===== src/rtl/pipe_skid_stage_pkg.sv =====
// ---------------------------------------------------------------------------
// pipe_skid_stage_pkg
// Shared definitions for the elastic pipeline-stage register and the stage
// wrappers / hazard unit that pack and unpack its payload.
//   - default field widths (data word, rd index, control bits, counters)
//   - MEM/WB payload layout: {ctrl, rd, word[NWORDS-1] .. word[0]}
//   - occupancy state encoding shared with the stage FSM
// ---------------------------------------------------------------------------
package pipe_skid_stage_pkg;

    localparam int DATA_W_DEF = 32;
    localparam int NWORDS_DEF = 3;
    localparam int CTRL_W_DEF = 4;
    localparam int RD_W_DEF   = 5;
    localparam int CNT_W_DEF  = 16;

    // Control bit positions inside the ctrl field.
    localparam int CTRL_REG_WRITE    = 0;
    localparam int CTRL_RESULT_SRC   = 1;
    localparam int CTRL_FP_REG_WRITE = 2;
    localparam int CTRL_FP_RESULT_SRC = 3;

    // Data word indices inside the words field.
    localparam int WORD_PC_PLUS4 = 0;
    localparam int WORD_ALU      = 1;
    localparam int WORD_RDATA    = 2;

    // Occupancy of the stage; the encoding equals the entry count so it can
    // be presented directly on the occupancy output.
    typedef enum logic [1:0] {
        OCC_EMPTY = 2'd0,
        OCC_ONE   = 2'd1,
        OCC_TWO   = 2'd2
    } occ_e;

    function automatic int pay_width(input int ctrl_w, input int rd_w,
                                     input int nwords, input int data_w);
        return ctrl_w + rd_w + nwords * data_w;
    endfunction

    // Bit offset of data word k within the payload.
    function automatic int word_lsb(input int k, input int data_w);
        return k * data_w;
    endfunction

    // Bit offset of the rd field within the payload.
    function automatic int rd_lsb(input int nwords, input int data_w);
        return nwords * data_w;
    endfunction

    // Bit offset of the ctrl field within the payload.
    function automatic int ctrl_lsb(input int rd_w, input int nwords,
                                    input int data_w);
        return rd_w + nwords * data_w;
    endfunction

endpackage


===== src/rtl/pipe_skid_stage_if.sv =====
// ---------------------------------------------------------------------------
// pipe_skid_stage_if
// One valid/ready channel carrying a PAY_W-bit payload.
//   valid   : producer has a payload this cycle
//   ready   : consumer accepts this cycle
//   payload : transported data
// Modports:
//   master : producer side (drives valid/payload, observes ready)
//   slave  : consumer side (observes valid/payload, drives ready)
// ---------------------------------------------------------------------------
interface pipe_skid_stage_if #(
    parameter int PAY_W = 105
);
    logic             valid;
    logic             ready;
    logic [PAY_W-1:0] payload;

    modport master (
        output valid,
        output payload,
        input  ready
    );

    modport slave (
        input  valid,
        input  payload,
        output ready
    );

endinterface


===== src/rtl/pipe_skid_stage_sat_counter.sv =====
// ---------------------------------------------------------------------------
// pipe_skid_stage_sat_counter
// Saturating statistics counter. Adds 0..2 per cycle and sticks at the
// all-ones value instead of wrapping. clr has priority over the increment.
//   clk  : clock
//   rst  : asynchronous active-low reset, clears the count
//   clr  : synchronous clear
//   inc  : increment amount (0, 1 or 2)
//   cnt  : current count
// ---------------------------------------------------------------------------
module pipe_skid_stage_sat_counter #(
    parameter int CNT_W = 16
) (
    input  logic             clk,
    input  logic             rst,
    input  logic             clr,
    input  logic [1:0]       inc,
    output logic [CNT_W-1:0] cnt
);

    // One extra bit catches the carry-out so overflow clamps instead of wrapping.
    logic [CNT_W:0] sum;

    assign sum = {1'b0, cnt} + {{(CNT_W-1){1'b0}}, inc};

    always_ff @(posedge clk or negedge rst) begin
        if (!rst) begin
            cnt <= '0;
        end else if (clr) begin
            cnt <= '0;
        end else if (sum[CNT_W]) begin
            cnt <= '1;
        end else begin
            cnt <= sum[CNT_W-1:0];
        end
    end

endmodule


===== src/rtl/pipe_skid_stage.sv =====
// ---------------------------------------------------------------------------
// pipe_skid_stage
// Elastic pipeline-stage register with a 2-entry skid buffer. in_ready is
// decoded from registered occupancy only, so there is no combinational path
// from downstream ready to upstream ready. Payloads are strictly FIFO.
// Ports:
//   clk, rst   : clock, asynchronous active-low reset
//   flush      : synchronous kill of all held entries (drops same-cycle input)
//   clr_stats  : synchronous clear of both statistics counters
//   up         : upstream channel  (in_valid / in_ready / in_payload)
//   dn         : downstream channel (out_valid / out_ready / out_payload);
//                payload is all-zero whenever valid is low
//   occupancy  : entries held (0..2)
//   stall_cnt  : saturating count of cycles with out_valid & !out_ready
//   kill_cnt   : saturating count of entries discarded by flush
//
// state     | meaning
// ----------+-----------------------------------------------------------
// OCC_EMPTY | nothing held, M and S zero, accepting
// OCC_ONE   | head in M, S zero, accepting (refill M on same-cycle drain)
// OCC_TWO   | head in M, next in S, not accepting until M drains
// ---------------------------------------------------------------------------
module pipe_skid_stage
    import pipe_skid_stage_pkg::*;
#(
    parameter int DATA_W = DATA_W_DEF,
    parameter int NWORDS = NWORDS_DEF,
    parameter int CTRL_W = CTRL_W_DEF,
    parameter int RD_W   = RD_W_DEF,
    parameter int CNT_W  = CNT_W_DEF
) (
    input  logic                    clk,
    input  logic                    rst,
    input  logic                    flush,
    input  logic                    clr_stats,
    pipe_skid_stage_if.slave        up,
    pipe_skid_stage_if.master       dn,
    output logic [1:0]              occupancy,
    output logic [CNT_W-1:0]        stall_cnt,
    output logic [CNT_W-1:0]        kill_cnt
);

    localparam int PAY_W = pay_width(CTRL_W, RD_W, NWORDS, DATA_W);

    occ_e             state;
    logic [PAY_W-1:0] main_q;
    logic [PAY_W-1:0] skid_q;

    logic             acc;
    logic             drn;
    logic             stall_hit;
    logic [1:0]       stall_inc;
    logic [1:0]       kill_inc;

    // Handshake outputs come straight from the registered state.
    assign up.ready   = (state != OCC_TWO);
    assign dn.valid   = (state != OCC_EMPTY);
    assign dn.payload = dn.valid ? main_q : '0;
    assign occupancy  = state;

    assign acc = up.valid & up.ready;
    assign drn = dn.valid & dn.ready;

    always_ff @(posedge clk or negedge rst) begin
        if (!rst) begin
            state  <= OCC_EMPTY;
            main_q <= '0;
            skid_q <= '0;
        end else if (flush) begin
            state  <= OCC_EMPTY;
            main_q <= '0;
            skid_q <= '0;
        end else begin
            case (state)
                OCC_EMPTY: begin
                    if (acc) begin
                        main_q <= up.payload;
                        state  <= OCC_ONE;
                    end
                end
                OCC_ONE: begin
                    case ({acc, drn})
                        2'b11: main_q <= up.payload;
                        2'b01: begin
                            main_q <= '0;
                            state  <= OCC_EMPTY;
                        end
                        2'b10: begin
                            skid_q <= up.payload;
                            state  <= OCC_TWO;
                        end
                        default: ;
                    endcase
                end
                OCC_TWO: begin
                    if (drn) begin
                        main_q <= skid_q;
                        skid_q <= '0;
                        state  <= OCC_ONE;
                    end
                end
                default: begin
                    state  <= OCC_EMPTY;
                    main_q <= '0;
                    skid_q <= '0;
                end
            endcase
        end
    end

    // A flushed cycle is not a stall: the head is being discarded, not held.
    assign stall_hit = dn.valid & ~dn.ready & ~flush;
    assign stall_inc = {1'b0, stall_hit};
    assign kill_inc  = flush ? occupancy : 2'd0;

    pipe_skid_stage_sat_counter #(
        .CNT_W (CNT_W)
    ) u_stall_cnt (
        .clk (clk),
        .rst (rst),
        .clr (clr_stats),
        .inc (stall_inc),
        .cnt (stall_cnt)
    );

    pipe_skid_stage_sat_counter #(
        .CNT_W (CNT_W)
    ) u_kill_cnt (
        .clk (clk),
        .rst (rst),
        .clr (clr_stats),
        .inc (kill_inc),
        .cnt (kill_cnt)
    );

endmodule


===== src/flat_wrapper.sv =====
// flat-port wrapper written by rule: the top's interface ports become plain ports
module pipe_skid_stage_flat import pipe_skid_stage_pkg::*;
#(
    parameter int DATA_W = DATA_W_DEF,
    parameter int NWORDS = NWORDS_DEF,
    parameter int CTRL_W = CTRL_W_DEF,
    parameter int RD_W   = RD_W_DEF,
    parameter int CNT_W  = CNT_W_DEF
)
  (clk, rst, flush, clr_stats, occupancy, stall_cnt, kill_cnt, up_valid, up_payload, up_ready, dn_valid, dn_payload, dn_ready);
  pipe_skid_stage_if #(.PAY_W(((4) + (5) + (3) * (32)))) up_i ();
  pipe_skid_stage_if #(.PAY_W(((4) + (5) + (3) * (32)))) dn_i ();
  input  logic clk;
  input  logic rst;
  input  logic flush;
  input  logic clr_stats;
  output logic [1:0] occupancy;
  output logic [CNT_W-1:0] stall_cnt;
  output logic [CNT_W-1:0] kill_cnt;
  input wire logic [$bits(up_i.valid)-1:0] up_valid;
  input wire logic [$bits(up_i.payload)-1:0] up_payload;
  output wire logic [$bits(up_i.ready)-1:0] up_ready;
  output wire logic [$bits(dn_i.valid)-1:0] dn_valid;
  output wire logic [$bits(dn_i.payload)-1:0] dn_payload;
  input wire logic [$bits(dn_i.ready)-1:0] dn_ready;
  assign up_i.valid = up_valid;
  assign up_i.payload = up_payload;
  assign up_ready = up_i.ready;
  assign dn_valid = dn_i.valid;
  assign dn_payload = dn_i.payload;
  assign dn_i.ready = dn_ready;
  pipe_skid_stage #(.DATA_W(DATA_W), .NWORDS(NWORDS), .CTRL_W(CTRL_W), .RD_W(RD_W), .CNT_W(CNT_W)) u_core (.clk(clk), .rst(rst), .flush(flush), .clr_stats(clr_stats), .up(up_i), .dn(dn_i), .occupancy(occupancy), .stall_cnt(stall_cnt), .kill_cnt(kill_cnt));
endmodule

===== config.mk =====
export PLATFORM = sky130hd
export DESIGN_NAME = pipe_skid_stage_flat
export DESIGN_NICKNAME = d
export VERILOG_FILES = /design/src/rtl/pipe_skid_stage_pkg.sv /design/src/rtl/pipe_skid_stage_if.sv /design/src/rtl/pipe_skid_stage_sat_counter.sv /design/src/rtl/pipe_skid_stage.sv /design/src/flat_wrapper.sv
export SDC_FILE = /design/constraint.sdc
export NUM_CORES = 1
export LEC_CHECK = 0
export ABC_AREA = 1
export CAP_MARGIN = 20
export CELL_PAD_IN_SITES_DETAIL_PLACEMENT = 0
export CELL_PAD_IN_SITES_GLOBAL_PLACEMENT = 2
export CORE_ASPECT_RATIO = 0.6
export CORE_MARGIN = 2
export CORE_UTILIZATION = 31
export DETAILED_ROUTE_END_ITERATION = 12
export MAX_ROUTING_LAYER = met4
export PLACE_DENSITY_LB_ADDON = 0.2
export RECOVER_POWER = 100
export SYNTH_ARGS = -nofsm -noshare
export SYNTH_HDL_FRONTEND = slang
export SYNTH_SLANG_ARGS = --single-unit
export TNS_END_PERCENT = 10

===== constraint.sdc =====
create_clock -name clk -period 3.7 [get_ports clk]
set_clock_uncertainty 0.15 [all_clocks]
set_input_delay 0.74 -clock clk [delete_from_list [all_inputs] [get_ports clk]]
set_output_delay 0.74 -clock clk [all_outputs]
set_load 0.01 [all_outputs]

==> results.sh, run 1 <==
export IMPL_drt_vias_per_instance=4.75
export IMPL_vdd_drop_max_mv=0.331
export IMPL_hold_start="u_core.main_q[100]"
export IMPL_max_root_sink_buffers=3
export IMPL_final_min_clock_period_ns=3.45
export IMPL_clock_root_buffer="sky130_fd_sc_hd__clkbuf_16"
export IMPL_pwr_density_cell_nw_per_um2=471
export IMPL_first_global_vias=11700
export IMPL_synth_area_per_cell_um2=7.00
export IMPL_critical_path_cell_chain="nor2_4, clkbuf_4, nor2_1, clkdlybuf4s50_1"
export IMPL_rr_endpoint="u_core.skid_q[49]"
export IMPL_final_antenna_net_count=0
export IMPL_critPathMaxFanout=42
export IMPL_buffer_and_inverter_count_on_the_worst_path=2
export IMPL_cp_max_stage_cell="sky130_fd_sc_hd__clkdlybuf4s50_1"
export IMPL_synth_warning_count=0
export IMPL_worst_endpoint_arrival_ns=2.56
export IMPL_r2r_slack_ns=0.52
export IMPL_cts_hold_buffers_added=0
export IMPL_critPathKind="flop to output port"
export IMPL_critical_path_startpoint="u_core.occupancy[1]"
export IMPL_die_height_um=161
export IMPL_detailed_place_hpwl_mm=27.1
export IMPL_syn_num_nets=1946
export IMPL_grt_antenna_before_repair=4
export IMPL_worst_r2r_cell_count=8
export IMPL_synth_yosys_seq_area_share_pct=47.7
export IMPL_grt_usage_pct=20.7
export IMPL_worstSkewPairLatency_ns=0.56
export IMPL_cts_reportedPaths_clkPinSlew_ns=0.07
export IMPL_ctsResizeCount=0
export IMPL_cell_with_the_most_instances_after_synthesis="sky130_fd_sc_hd__nand2_1"
export IMPL_mappedNetlistArea_um2=12800
export IMPL_end_kind="output port"
export IMPL_worst_hold_path_endpoint="u_core.main_q[100]"
export IMPL_yosysTopAreaCell="sky130_fd_sc_hd__dfrtp_1"
export IMPL_htree_num_levels=1
export IMPL_post_synth_inst_count=1830
export IMPL_final_routed_wirelength_mm=43.1
export IMPL_route_vias_total=12200
export IMPL_die_x_um=266
export IMPL_achievable_frequency_ghz=0.290
export IMPL_grt_setup_unrepaired="false"
export IMPL_critPathMaxStageDelay_ns=0.63
export IMPL_floorplan_die_area_um2=43000
export IMPL_start_util_pct=31.6
export IMPL_worst_ep_required_time_ns=2.81
export IMPL_grt_first_pass_wirelength_mm=68.4
export IMPL_timing_max_slew_rel_slack_pct=-67.3
export IMPL_critPathTopFamily="buffers and inverters"
export IMPL_final_nets=2134
export IMPL_ys_ff_latch=244
export IMPL_synth_top_cells_by_area="sky130_fd_sc_hd__dfrtp_1, sky130_fd_sc_hd__nand2_1, sky130_fd_sc_hd__nand3_1"
export IMPL_report_final_slew_viol_count=90
export IMPL_cts_buffers_inserted=28
export IMPL_result_of_the_run="finished with violations"
export IMPL_clock_sinks=244
export IMPL_gp_congestion=0.824
export IMPL_num_rows=57
export IMPL_setup_viol_count_final=0
export IMPL_final_routed_drc_violation_total=0
export IMPL_portBuffers=251
export IMPL_worst_pin_slew_ns=2.51
export IMPL_grt_max_degree=92
export IMPL_violations="capacitance limit, slew limit"
export IMPL_synth_top_flop_cell="sky130_fd_sc_hd__dfrtp_1"
export IMPL_worstReg2RegStart="u_core.occupancy[1]"
export IMPL_drt_initial_drc_count=842
export IMPL_top_level_pins=252
export IMPL_synth_edff_count=0
export IMPL_start_kind="flop"
export IMPL_whs_path_depth=2
export IMPL_p_leak_nw=8.01
export IMPL_timing_setup_tns_ns=0
export IMPL_synthDominantCellAreaShare_pct=47.7
export IMPL_firstDrtPassIters=5
export IMPL_holdCritPathClass="flop to flop"
export IMPL_ys_async_sr_fraction_pct=100
export IMPL_overflow_left_after_global_routing=0
export IMPL_cap_violations=1
export IMPL_wl_per_cell_um=16.8
export IMPL_layout_drive_gt1_share_pct=4.03
export IMPL_final_min_period_over_clock_period_pct=93.3
export IMPL_coreArea_um2=40600
export IMPL_post_cts_repair_setup_buffers=0
export IMPL_syn2layout_area_growth_pct=30.2
export IMPL_tritoncts="yes"
export IMPL_yosys_top_cells_count="sky130_fd_sc_hd__nand2_1, sky130_fd_sc_hd__dfrtp_1, sky130_fd_sc_hd__nand3_1"
export IMPL_holdWs_ns=0.327
export IMPL_post_synth_num_cell_types=28
export IMPL_finalHoldViolations=0
-- worst max-delay path by stage --
stage | to | depth (start not counted)
after CTS | dn_payload[31] | 5
after floorplan | u_core.u_kill_cnt.cnt[9] | 13
final | dn_payload[99] | 4
after global placement | u_core.u_stall_cnt.cnt[13] | 12
after global routing | dn_payload[96] | 4
after detailed placement | u_core.u_stall_cnt.cnt[14] | 12
-- layer usage --
layer	GRT usage [%]	part of all wire, %	vias to the layer above
met3	2.62	3.7	54
met1	30.1	50	5807
met2	30.5	44	248
li1	-	-	6099
met4	4.60	2.1	0
met5	-	0	-
-- cell usage in the layout, fill, tap and decap left out, types with 3 or more instances in the layout --
master,instances
sky130_fd_sc_hd__diode_2,3
sky130_fd_sc_hd__nor3_1,3
sky130_fd_sc_hd__dfrtp_1,244
sky130_fd_sc_hd__xnor2_1,3
sky130_fd_sc_hd__dlygate4sd3_1,118
sky130_fd_sc_hd__clkbuf_16,29
sky130_fd_sc_hd__nor2_1,142
sky130_fd_sc_hd__nor2_4,3
sky130_fd_sc_hd__a31oi_1,3
sky130_fd_sc_hd__inv_1,146
sky130_fd_sc_hd__clkbuf_8,5
sky130_fd_sc_hd__clkbuf_1,7
sky130_fd_sc_hd__nand2_1,718
sky130_fd_sc_hd__o21ai_0,148
sky130_fd_sc_hd__clkdlybuf4s50_1,132
sky130_fd_sc_hd__nand4_1,9
sky130_fd_sc_hd__nand3_1,231
sky130_fd_sc_hd__clkinv_2,7
sky130_fd_sc_hd__a21oi_1,19
sky130_fd_sc_hd__clkbuf_2,5
sky130_fd_sc_hd__ha_1,4
sky130_fd_sc_hd__xor2_1,8
sky130_fd_sc_hd__buf_4,12
sky130_fd_sc_hd__o21ai_1,15
sky130_fd_sc_hd__buf_12,10
-- cells by family after synthesis --
logic type	after synthesis	synth area share, %
AND/OR/NAND/NOR	1112	35.2
buffers and inverters	273	8.54
flip-flops	244	47.7
AO/OA/AOI/OAI	185	7.26
XOR/XNOR	11	0.752
adder cells (fa/ha/maj)	5	0.547
-- metrics by stage --
stage / utilization [%] / power [mW] / instances / setup WS (ns) / area, um2
CTS: 41.2 / 8.06 / 2566 / 0.283 / 16700
detailed placement: 39.1 / 5.32 / 2519 / 0.143 / 15900
global route: 41.1 / 8.36 / 2569 / 0.0954 / 16700
global placement: 39.1 / 5.31 / 2519 / 0.109 / 15900
finish: 41.1 / 7.86 / 2569 / 0.248 / 16700
floorplan: - / 4.34 / 1830 / 1.23 / 12800
-- worst register-to-register path, cell delays in order (launching register included) --
cell                      delay, ns
sky130_fd_sc_hd__dfrtp_1       0.49
sky130_fd_sc_hd__inv_1         0.67
sky130_fd_sc_hd__nand2_1       0.18
sky130_fd_sc_hd__nor2_1        0.20
sky130_fd_sc_hd__buf_4         0.26
sky130_fd_sc_hd__o21ai_0       0.21
sky130_fd_sc_hd__nand2_4       0.25
sky130_fd_sc_hd__buf_6         0.44
sky130_fd_sc_hd__o21ai_0       0.18
-- flip-flops by register name, summed over array words and instances (netlist names) --
signal,cells
u_core.u_stall_cnt.cnt,16
u_core.skid_q,105
u_core.u_kill_cnt.cnt,16
u_core.occupancy,2
u_core.main_q,105
-- final cells by class --
cell class | count | area [um2]
well taps | 531 | 664
clock buffers | 39 | 813
fillers | 4192 | 23900
flip-flops and latches | 244 | 6110
clock inverters | 8 | 43.8
repair buffers | 281 | 2840
multi-input cells | 1313 | 5630
diodes | 3 | 7.51
inverters | 150 | 568
-- where the power goes --
group	internal [mW]	total [mW]	switching, mW	leakage, nW
clock network	1.52	2.68	1.17	0.431
registers	3.00	3.19	0.187	3.29
logic	0.720	1.98	1.26	4.29
Power figures use the tool's default switching activity.
==> run 2: changes to the inputs <==
--- a/config.mk
+++ b/config.mk
@@ -11,11 +11,13 @@
 export CELL_PAD_IN_SITES_GLOBAL_PLACEMENT = 2
 export CORE_ASPECT_RATIO = 0.6
 export CORE_MARGIN = 2
-export CORE_UTILIZATION = 31
+export CORE_UTILIZATION = 38
 export DETAILED_ROUTE_END_ITERATION = 12
+export DONT_BUFFER_PORTS = 1
 export MAX_ROUTING_LAYER = met4
 export PLACE_DENSITY_LB_ADDON = 0.2
 export RECOVER_POWER = 100
+export REMOVE_ABC_BUFFERS = 1
 export SYNTH_ARGS = -nofsm -noshare
 export SYNTH_HDL_FRONTEND = slang
 export SYNTH_SLANG_ARGS = --single-unit
==> results.sh, run 2 (synthesis results as in run 1) <==
export IMPL_final_routed_wirelength_mm=39.7
export IMPL_floorplan_die_area_um2=35200
export IMPL_critPathKind="flop to flop"
export IMPL_max_root_sink_buffers=3
export IMPL_stdcell_area_um2=13900
export IMPL_grt_max_degree=245
export IMPL_timing_max_slew_rel_slack_pct=-4.75
export IMPL_clockPowerShare_pct=36.4
export IMPL_final_common_cell="sky130_fd_sc_hd__nand2_1"
export IMPL_achievable_frequency_ghz=0.320
export IMPL_ctsResizeCount=0
export IMPL_htree_num_levels=1
export IMPL_die_x_um=241
export IMPL_critPathMaxFanout=76
export IMPL_layout_drive_gt1_share_pct=3.45
export IMPL_clock_root_buffer="sky130_fd_sc_hd__clkbuf_16"
export IMPL_pwr_density_cell_nw_per_um2=529
export IMPL_drt_vias_per_instance=5.02
export IMPL_report_final_slew_viol_count=59
export IMPL_cts_buffers_inserted=28
export IMPL_critPathMaxStageDelay_ns=0.75
export IMPL_final_nets=1869
export IMPL_grt_first_pass_wirelength_mm=62.6
export IMPL_portBuffers=0
export IMPL_final_antenna_net_count=0
export IMPL_syn2layout_area_growth_pct=8.64
export IMPL_stdcell_count=2226
export IMPL_numPlacedInstances=2182
export IMPL_die_height_um=146
export IMPL_cp_max_stage_cell="sky130_fd_sc_hd__clkbuf_4"
export IMPL_pwr_share_comb_pct=20.2
export IMPL_critical_path_cell_chain="inv_2, nand2_1, nor2_2, clkbuf_2, o21ai_0, nand2_4, clkbuf_4, o21ai_0"
export IMPL_worst_pin_slew_ns=1.57
export IMPL_most_common_layout_cells="sky130_fd_sc_hd__nand2_1, sky130_fd_sc_hd__dfrtp_1, sky130_fd_sc_hd__nand3_1"
export IMPL_holdCritPathClass="input port to asynchronous set/reset pin"
export IMPL_final_min_clock_period_ns=3.12
export IMPL_crit_path_frequent_cell="sky130_fd_sc_hd__o21ai_0"
export IMPL_end_kind="flop"
export IMPL_antenna_cells=0
export IMPL_drt_initial_drc_count=931
export IMPL_holdWs_ns=-0.265
export IMPL_top_level_pins=252
export IMPL_grt_setup_unrepaired="false"
export IMPL_worst_ep_required_time_ns=3.95
export IMPL_num_rows=52
export IMPL_p_leak_nw=6.62
export IMPL_violations="hold timing, capacitance limit, slew limit"
export IMPL_power_net_switching_mw=2.42
export IMPL_clock_sinks=244
export IMPL_power_switching_fraction_pct=32.8
export IMPL_worstSkewPairLatency_ns=0.55
export IMPL_gp_congestion=0.847
export IMPL_grt_antenna_before_repair=0
export IMPL_final_min_period_over_clock_period_pct=84.3
export IMPL_cap_violations=1
export IMPL_vdd_drop_max_mv=0.310
export IMPL_result_of_the_run="finished with violations"
export IMPL_coreArea_um2=33400
export IMPL_cell_internal_pwr_mw=4.94
export IMPL_tritoncts="yes"
export IMPL_grt_usage_pct=23.1
export IMPL_final_routed_drc_violation_total=0
export IMPL_overflow_left_after_global_routing=0
export IMPL_setup_viol_count_final=0
export IMPL_first_global_vias=10500
export IMPL_route_vias_total=11200
export IMPL_p_seq_share_pct=43.4
export IMPL_start_kind="flop"
export IMPL_cts_reportedPaths_clkPinSlew_ns=0.06
export IMPL_postLayoutSetupSlackWorst_ns=0.579
export IMPL_cell_area_after_placement_um2=13100
export IMPL_finalHoldViolations=244
export IMPL_firstDrtPassIters=5
export IMPL_start_util_pct=38.3
export IMPL_wl_per_cell_um=17.8
export IMPL_placement_setup_worst_slack_ns=0.759
export IMPL_layout_top_registers="u_core.main_q: 105 flops, u_core.skid_q: 105 flops"
export IMPL_detailed_place_hpwl_mm=22.4
export IMPL_worst_endpoint_arrival_ns=3.37
export IMPL_post_cts_repair_setup_buffers=0
==> run 2: final timing paths <==
path / slack, ns / cells after the start / endpoint / startpoint
setup / recovery: 0.58 / 8 / u_core.skid_q[76] / u_core.occupancy[1]
hold / removal: -0.27 / 0 / u_core.u_stall_cnt.cnt[11] / rst
setup reg to reg: 0.58 / 8 / u_core.skid_q[76] / u_core.occupancy[1]
hold reg to reg: 0.32 / 2 / u_core.main_q[1] / u_core.main_q[1]
max in group asynchronous: 3.03 / 0 / u_core.u_kill_cnt.cnt[4] / rst
min in group clk: 0.10 / 1 / u_core.u_stall_cnt.cnt[10] / clr_stats
==> run 2: per-layer routing <==
layer,track usage (%),vias up,share of wire [%]
met5,-,-,0
met4,5.43,0,2.2
met3,4.73,53,5.8
met2,33.4,259,43
met1,33.0,5315,49
li1,-,5556,-
==> run 2: final cells by class <==
cell class                 count  area [um2]
fill                        3581       19500
sequential                   244        6110
multi-input combinational   1313        5620
clock buffer                  40         797
tap                          459         574
inverter                     150         568
timing repair buffer          16         203
clock inverter                 4        48.8
==> run 2: critical path: cells and delay by family, from the launching register on <==
kind            cells  cell delay, ns
flops               1            0.47
buf+inv             3            1.22
simple gates        3            0.63
compound gates      2            0.45
==> run 2: power by group through the flow <==
stage / registers [mW] / clock network, mW / logic [mW]
6_report: 3.19 / 2.68 / 1.48
5_1_grt: 3.24 / 2.88 / 1.71
4_1_cts: 3.19 / 2.78 / 1.53
3_5_place_dp: 3.23 / 0 / 1.53
3_3_place_gp: 3.23 / 0 / 1.51
2_1_floorplan: 3.18 / 0 / 1.11
==> run 2: through the flow <==
step	util [%]	hold slack [ns]	total power [mW]	TNS, ns
finish	41.6	-0.265	7.36	0
global route	41.6	-0.294	7.82	0
CTS	41.7	-0.296	7.50	0
detailed placement	39.2	0.298	4.76	0
global placement	39.2	0.299	4.74	0
floorplan	-	0.294	4.29	-1433.72
